File: src/rtl/sound_mailbox_pkg.sv
// Shared constants for the sound mailbox: default geometry and STATUS bit map.
package sound_mailbox_pkg;

  localparam int DW_DEFAULT    = 8;
  localparam int DEPTH_DEFAULT = 4;

  // STATUS = {OVF, RPY_VALID, CMD_FULL, CMD_EMPTY}
  localparam int ST_EMPTY  = 0;
  localparam int ST_FULL   = 1;
  localparam int ST_RVALID = 2;
  localparam int ST_OVF    = 3;
  localparam int ST_W      = 4;

endpackage

File: src/rtl/mbox_fifo.sv
// Small synchronous FIFO with a registered read port.
// A pop loads the head entry into dout one edge later; dout holds otherwise.
// A push while full is dropped unless a pop is accepted in the same cycle,
// in which case both go through and the occupancy stays at DEPTH.
// ovf pulses for one cycle on every dropped push.
module mbox_fifo #(
  parameter int DW    = 8,
  parameter int DEPTH = 4
) (
  input  logic          clk,
  input  logic          rst,
  input  logic          push,
  input  logic [DW-1:0] din,
  input  logic          pop,
  output logic [DW-1:0] dout,
  output logic          empty,
  output logic          full,
  output logic          ovf
);

  localparam int AW = $clog2(DEPTH);
  localparam int CW = AW + 1;

  logic [DW-1:0] mem [DEPTH];
  logic [AW-1:0] wr_ptr;
  logic [AW-1:0] rd_ptr;
  logic [CW-1:0] count;
  logic          do_push;
  logic          do_pop;

  assign empty = (count == '0);
  assign full  = (count == CW'(DEPTH));

  // A pop only happens with data present; a full FIFO still takes a push
  // when a pop frees the head slot in the same cycle.
  assign do_pop  = pop && !empty;
  assign do_push = push && (!full || do_pop);
  assign ovf     = push && !do_push;

  // Pointers, occupancy and the registered read port.
  // NOTE: sequential state uses non-blocking assignments so every register
  // samples pre-edge values; the simultaneous full push/pop relies on this.
  always_ff @(posedge clk or posedge rst) begin
    if (rst) begin
      wr_ptr <= '0;
      rd_ptr <= '0;
      count  <= '0;
      dout   <= '0;
    end else begin
      if (do_push) wr_ptr <= wr_ptr + 1'b1;
      if (do_pop) begin
        rd_ptr <= rd_ptr + 1'b1;
        dout   <= mem[rd_ptr];
      end
      case ({do_push, do_pop})
        2'b10:   count <= count + 1'b1;
        2'b01:   count <= count - 1'b1;
        default: count <= count;
      endcase
    end
  end

  // Storage write port.
  // NOTE: the array is deliberately left out of reset; entries are only ever
  // read behind a valid count, so stale contents can never reach dout.
  always_ff @(posedge clk) begin
    if (do_push) mem[wr_ptr] <= din;
  end

endmodule

File: src/rtl/sound_mailbox.sv
// 68K <-> Z80 sound mailbox: a command FIFO toward the Z80 with a level NMI
// request, a reply path back to the 68K, and a sticky overflow flag.
// Build option: define MAILBOX_REPLY_FIFO_EN to make the reply path a second
// FIFO; by default the reply path is a single overwrite register.
module sound_mailbox
  import sound_mailbox_pkg::*;
#(
  parameter int DW    = DW_DEFAULT,
  parameter int DEPTH = DEPTH_DEFAULT
) (
  input  logic            CLK_24M,
  input  logic            RESET,
  input  logic            CMD_WR,
  input  logic [DW-1:0]   CMD_DIN,
  input  logic            CMD_RD,
  output logic [DW-1:0]   CMD_DOUT,
  input  logic            RPY_WR,
  input  logic [DW-1:0]   RPY_DIN,
  input  logic            RPY_RD,
  output logic [DW-1:0]   RPY_DOUT,
  input  logic            NMI_ACK,
  output logic            Z80_NMI,
  output logic [ST_W-1:0] STATUS,
  input  logic            CLR_OVF
);

  logic cmd_empty;
  logic cmd_full;
  logic cmd_ovf;
  logic cmd_push_ok;
  logic rpy_ovf;
  logic rpy_valid;
  logic ovf;

  mbox_fifo #(.DW(DW), .DEPTH(DEPTH)) u_cmd_fifo (
    .clk   (CLK_24M),
    .rst   (RESET),
    .push  (CMD_WR),
    .din   (CMD_DIN),
    .pop   (CMD_RD),
    .dout  (CMD_DOUT),
    .empty (cmd_empty),
    .full  (cmd_full),
    .ovf   (cmd_ovf)
  );

  // Every push the FIFO did not drop counts as a new command for the Z80.
  assign cmd_push_ok = CMD_WR && !cmd_ovf;

`ifdef MAILBOX_REPLY_FIFO_EN
  logic rpy_empty;
  logic rpy_full_unused;

  mbox_fifo #(.DW(DW), .DEPTH(DEPTH)) u_rpy_fifo (
    .clk   (CLK_24M),
    .rst   (RESET),
    .push  (RPY_WR),
    .din   (RPY_DIN),
    .pop   (RPY_RD),
    .dout  (RPY_DOUT),
    .empty (rpy_empty),
    .full  (rpy_full_unused),
    .ovf   (rpy_ovf)
  );

  assign rpy_valid = !rpy_empty;
`else
  logic [DW-1:0] rpy_reg;

  // The reply register never overflows: a new reply simply replaces the old.
  assign rpy_ovf = 1'b0;

  // Reply latch: a write always overwrites the held reply.
  always_ff @(posedge CLK_24M) begin
    if (RPY_WR) rpy_reg <= RPY_DIN;
  end

  // Reply read port and valid flag; a coincident write keeps valid set while
  // the read still returns the previously held reply.
  always_ff @(posedge CLK_24M or posedge RESET) begin
    if (RESET) begin
      RPY_DOUT  <= '0;
      rpy_valid <= 1'b0;
    end else begin
      if (RPY_RD && rpy_valid) RPY_DOUT <= rpy_reg;
      if (RPY_WR)      rpy_valid <= 1'b1;
      else if (RPY_RD) rpy_valid <= 1'b0;
    end
  end
`endif

  // NMI request and sticky overflow; a set event beats a coincident clear.
  always_ff @(posedge CLK_24M or posedge RESET) begin
    if (RESET) begin
      Z80_NMI <= 1'b0;
      ovf     <= 1'b0;
    end else begin
      if (cmd_push_ok)  Z80_NMI <= 1'b1;
      else if (NMI_ACK) Z80_NMI <= 1'b0;

      if (cmd_ovf || rpy_ovf) ovf <= 1'b1;
      else if (CLR_OVF)       ovf <= 1'b0;
    end
  end

  // Status word assembled from the package bit map.
  // NOTE: every bit gets a default first so this block can never infer a latch.
  always_comb begin
    STATUS            = '0;
    STATUS[ST_EMPTY]  = cmd_empty;
    STATUS[ST_FULL]   = cmd_full;
    STATUS[ST_RVALID] = rpy_valid;
    STATUS[ST_OVF]    = ovf;
  end

endmodule
File: config.mk
export PLATFORM = sky130hd
export DESIGN_NAME = sound_mailbox
export DESIGN_NICKNAME = d
export VERILOG_FILES = /design/src/rtl/sound_mailbox_pkg.sv /design/src/rtl/mbox_fifo.sv /design/src/rtl/sound_mailbox.sv
export SDC_FILE = /design/constraint.sdc
export NUM_CORES = 1
export LEC_CHECK = 0
export CORE_MARGIN = 5
export CORE_UTILIZATION = 52
export DETAILED_ROUTE_END_ITERATION = 8
export GPL_ROUTABILITY_DRIVEN = 0
export PLACE_DENSITY = 0.88
export SYNTH_ARGS = -nofsm -noshare
export SYNTH_HDL_FRONTEND = slang
export SYNTH_SLANG_ARGS = --single-unit
File: constraint.sdc
create_clock -name CLK_24M -period 2.71 [get_ports CLK_24M]
set_input_delay 0.4065 -clock CLK_24M [delete_from_list [all_inputs] [get_ports CLK_24M]]
set_output_delay 0.4065 -clock CLK_24M [all_outputs]
set_load 0.03 [all_outputs]
==> results.yml <==
setup_path:
  cp.buffers_inverters: 3
  r2r-end: "u_cmd_fifo.count[2]"
  reg2reg_setup_slack_ns: 0.51
  critPathKind: "in2reg"
  path_cells: "clkdlybuf4s50_1 -> nor4b_4 -> nor2b_2 -> inv_1 -> ha_1 -> inv_1 -> fa_1 -> xor2_1 -> nor2_1 -> xor2_1"
  endpoint_kind: "flip-flop"
  timing.rr.start: "u_cmd_fifo.count[0]"
  required_ns: 2.97
  cp_slowest_cell: "clkdlybuf4s50_1"
  cp.depth: 10
  ff2ff_path_depth: 9
  cp_max_fo: 7
  crit_end: "u_cmd_fifo.count[2]"
  max_stage_delay_ns: 0.50
  cp.arrival_ns: 2.50
  cp-startpoint: "CMD_RD"
  start_kind: "input pin"
  crit_family: "buffers and inverters"
clocking:
  root_buffer: "clkbuf_8"
  cts.clk_slew.worst_paths_ns: 0.07
  htreeDepth: 3
  cts_buffers: 9
  clock_sinks: 66
  cts_buffer_depth: 2
  cts_setup_buffers: 0
  cts_hold_buf: 0
  cts_tree: "built"
  cts_resized: 0
  clock_latency_ns: 0.34
synth:
  synth_xor_area_share_pct: 2.04
  synthAdderAreaFrac_pct: 3.21
  synth_warnings: 0
  synthFlopType: "edfxtp_1"
  synth_cells: 153
  synth_edf_count: 40
  synth_mux_area_share_pct: 11.3
  syn-cell-area_um2: 2580
  synth_top_family_by_area: "multiplexers"
  synthSimpleGateAreaFrac_pct: 6.85
  ys_seq_elements: 66
  syn_avg_cell_area_um2: 16.8
  synth_compound_area_share_pct: 1.51
  synth_nets: 183
  async_flop_share_pct: 39.4
  synth_cell_type_count: 25
  synth-seq-area-share_pct: 71.9
detailed_routing:
  dr_total_vias: 1357
  dr.first_iter.drc_count: 69
  wl_per_cell_um: 16.5
  viasPerCell: 4.93
  firstDrtPassIters: 4
  drc: 0
  drt_wl_total_mm: 4.53
  antenna_left: 0
global_route:
  grt_pass1_wl_mm: 7.23
  track_usage_pct: 15.9
  antenna_found_initial: 0
  gr-total-overflow: 0
  grt_pass1_vias: 1412
  grt_max_degree: 27
pwr:
  p_sw_share_pct: 32.5
  combPwrFrac_pct: 29.9
  p_clk_share_pct: 24.0
  p_int_mw: 2.25
  ir_drop_uv: 502
  p_sw_mw: 1.08
  p_leak_nw: 1.28
  power_frac_seq_pct: 46.1
  pwr_density_cell_nw_per_um2: 1020
floorplan:
  fp.dieArea_um2: 6460
  core_area_um2: 4750
  ios: 45
  die_y_um: 80.4
  row_count: 25
  die_w_um: 80.4
  initial_core_util_pct: 54.2
finish:
  diodes: 0
  regArea_um2: 1850
  final_nets: 233
  final_cell_mix: "clkdlybuf4s50_1, edfxtp_1, dfrtp_1, nand2_1"
  fill_cells: 343
  finalNonFillerCells: 275
  drive_above_1_share_pct: 18.3
  area_growth_pct: 26.7
  final_common_cell: "clkdlybuf4s50_1"
  multiInputGateArea_um2: 642
  top_register: "u_cmd_fifo.mem"
  largest_register_ff_count: 32
timing:
  finalSetupViolations: 0
  finalClockSkew_ns: 0.00578
  fin_crit_ns: 2.23
  fin_tns_setup_ns: 0
  max_freq_mhz: 448
  holdWs_ns: 0.435
  slew_headroom_pct: 59.3
  hold_viol_final: 0
  tightest_slew_ns: 0.611
  rsz0062_at_grt: "false"
  fin_crit_sh_pct: 82.3
  slew_violations: 0
run:
  drv_cap: 0
placement:
  place.detailed.hpwl_mm: 3.13
  dp_cells: 259
  io_buffer_count: 44
min_path:
  holdCritPathClass: "in2async"
run_status:
  status: "finished clean"
## power groups by stage
stage	logic, mW	clock network (mW)	registers [mW]
floorplan	0.580	0	1.62
global placement	0.988	0	1.55
detailed placement	1.02	0	1.56
CTS	1.02	0.818	1.54
global route	1.08	0.856	1.57
finish	0.998	0.800	1.54
## worst min path at each step
stage                            start             endpoint  slack, ns  cells past startpoint
finish                           RESET  u_cmd_fifo.count[1]       0.44                      3
detailed placement  u_cmd_fifo.dout[0]   u_cmd_fifo.dout[0]       0.47                      2
floorplan                        RESET          RPY_DOUT[0]       0.45                      1
global placement            rpy_reg[6]          RPY_DOUT[6]       0.46                      1
CTS                              RESET                  ovf       0.43                      3
global route                     RESET          RPY_DOUT[4]       0.49                      3
## final cells by class
| class | instances | area share, % |
|---|---|---|
| Timing Repair Buffer | 45 | 13.7 |
| Tap cell | 67 | 2.57 |
| Clock inverter | 6 | 1.73 |
| Sequential cell | 66 | 56.7 |
| Clock buffer | 10 | 4.22 |
| Inverter | 11 | 1.34 |
| Multi-Input combinational cell | 70 | 19.7 |
## synth_stat cells, types with 2 or more instances
cell	n	area, µm²
edfxtp_1	40	1200
dfrtp_1	26	651
nand2_1	26	97.6
inv_1	10	37.5
mux2_2	9	101
mux4_2	8	180
ha_1	5	62.6
and2_1	4	25.0
buf_4	4	30.0
xnor2_1	4	35.0
o21ai_0	2	10.0
xor2_1	2	17.5
## through the flow
| stage | total power [mW] | setup WS [ns] | utilization (%) | instance area, µm² |
|---|---|---|---|---|
| after floorplan | 2.20 | 0.665 | - | 2580 |
| after global placement | 2.54 | 0.216 | 64.6 | 3070 |
| after detailed placement | 2.58 | 0.166 | 64.6 | 3070 |
| after CTS | 3.38 | 0.480 | 68.6 | 3260 |
| after global routing | 3.51 | 0.322 | 68.6 | 3260 |
| final | 3.34 | 0.479 | 68.6 | 3260 |
## worst register-to-register path: cells and delay by family (launching register included)
family | cells | cell delay [ns]
buffers and inverters | 2 | 0.16
adders and majority gates | 2 | 0.61
DFF | 1 | 0.48
and+or+nand+nor | 3 | 0.58
xor gates and xnor gates | 2 | 0.30
## metal layers
metal,share of wire (%),vias up,GRT usage [%]
li1,-,639,-
met2,46,49,23.6
met3,7.4,10,3.36
met1,44,659,21.6
met4,2.4,0,9.12
met5,0,-,0
## cells by family after synthesis
group	count (synthesis)
AOI/OAI and AO/OA	4
xor gates and xnor gates	6
adders and majority gates	6
buffers and inverters	17
DFF	66
muxes	18
and+or+nand+nor	36
Power figures use the tool's default switching activity.
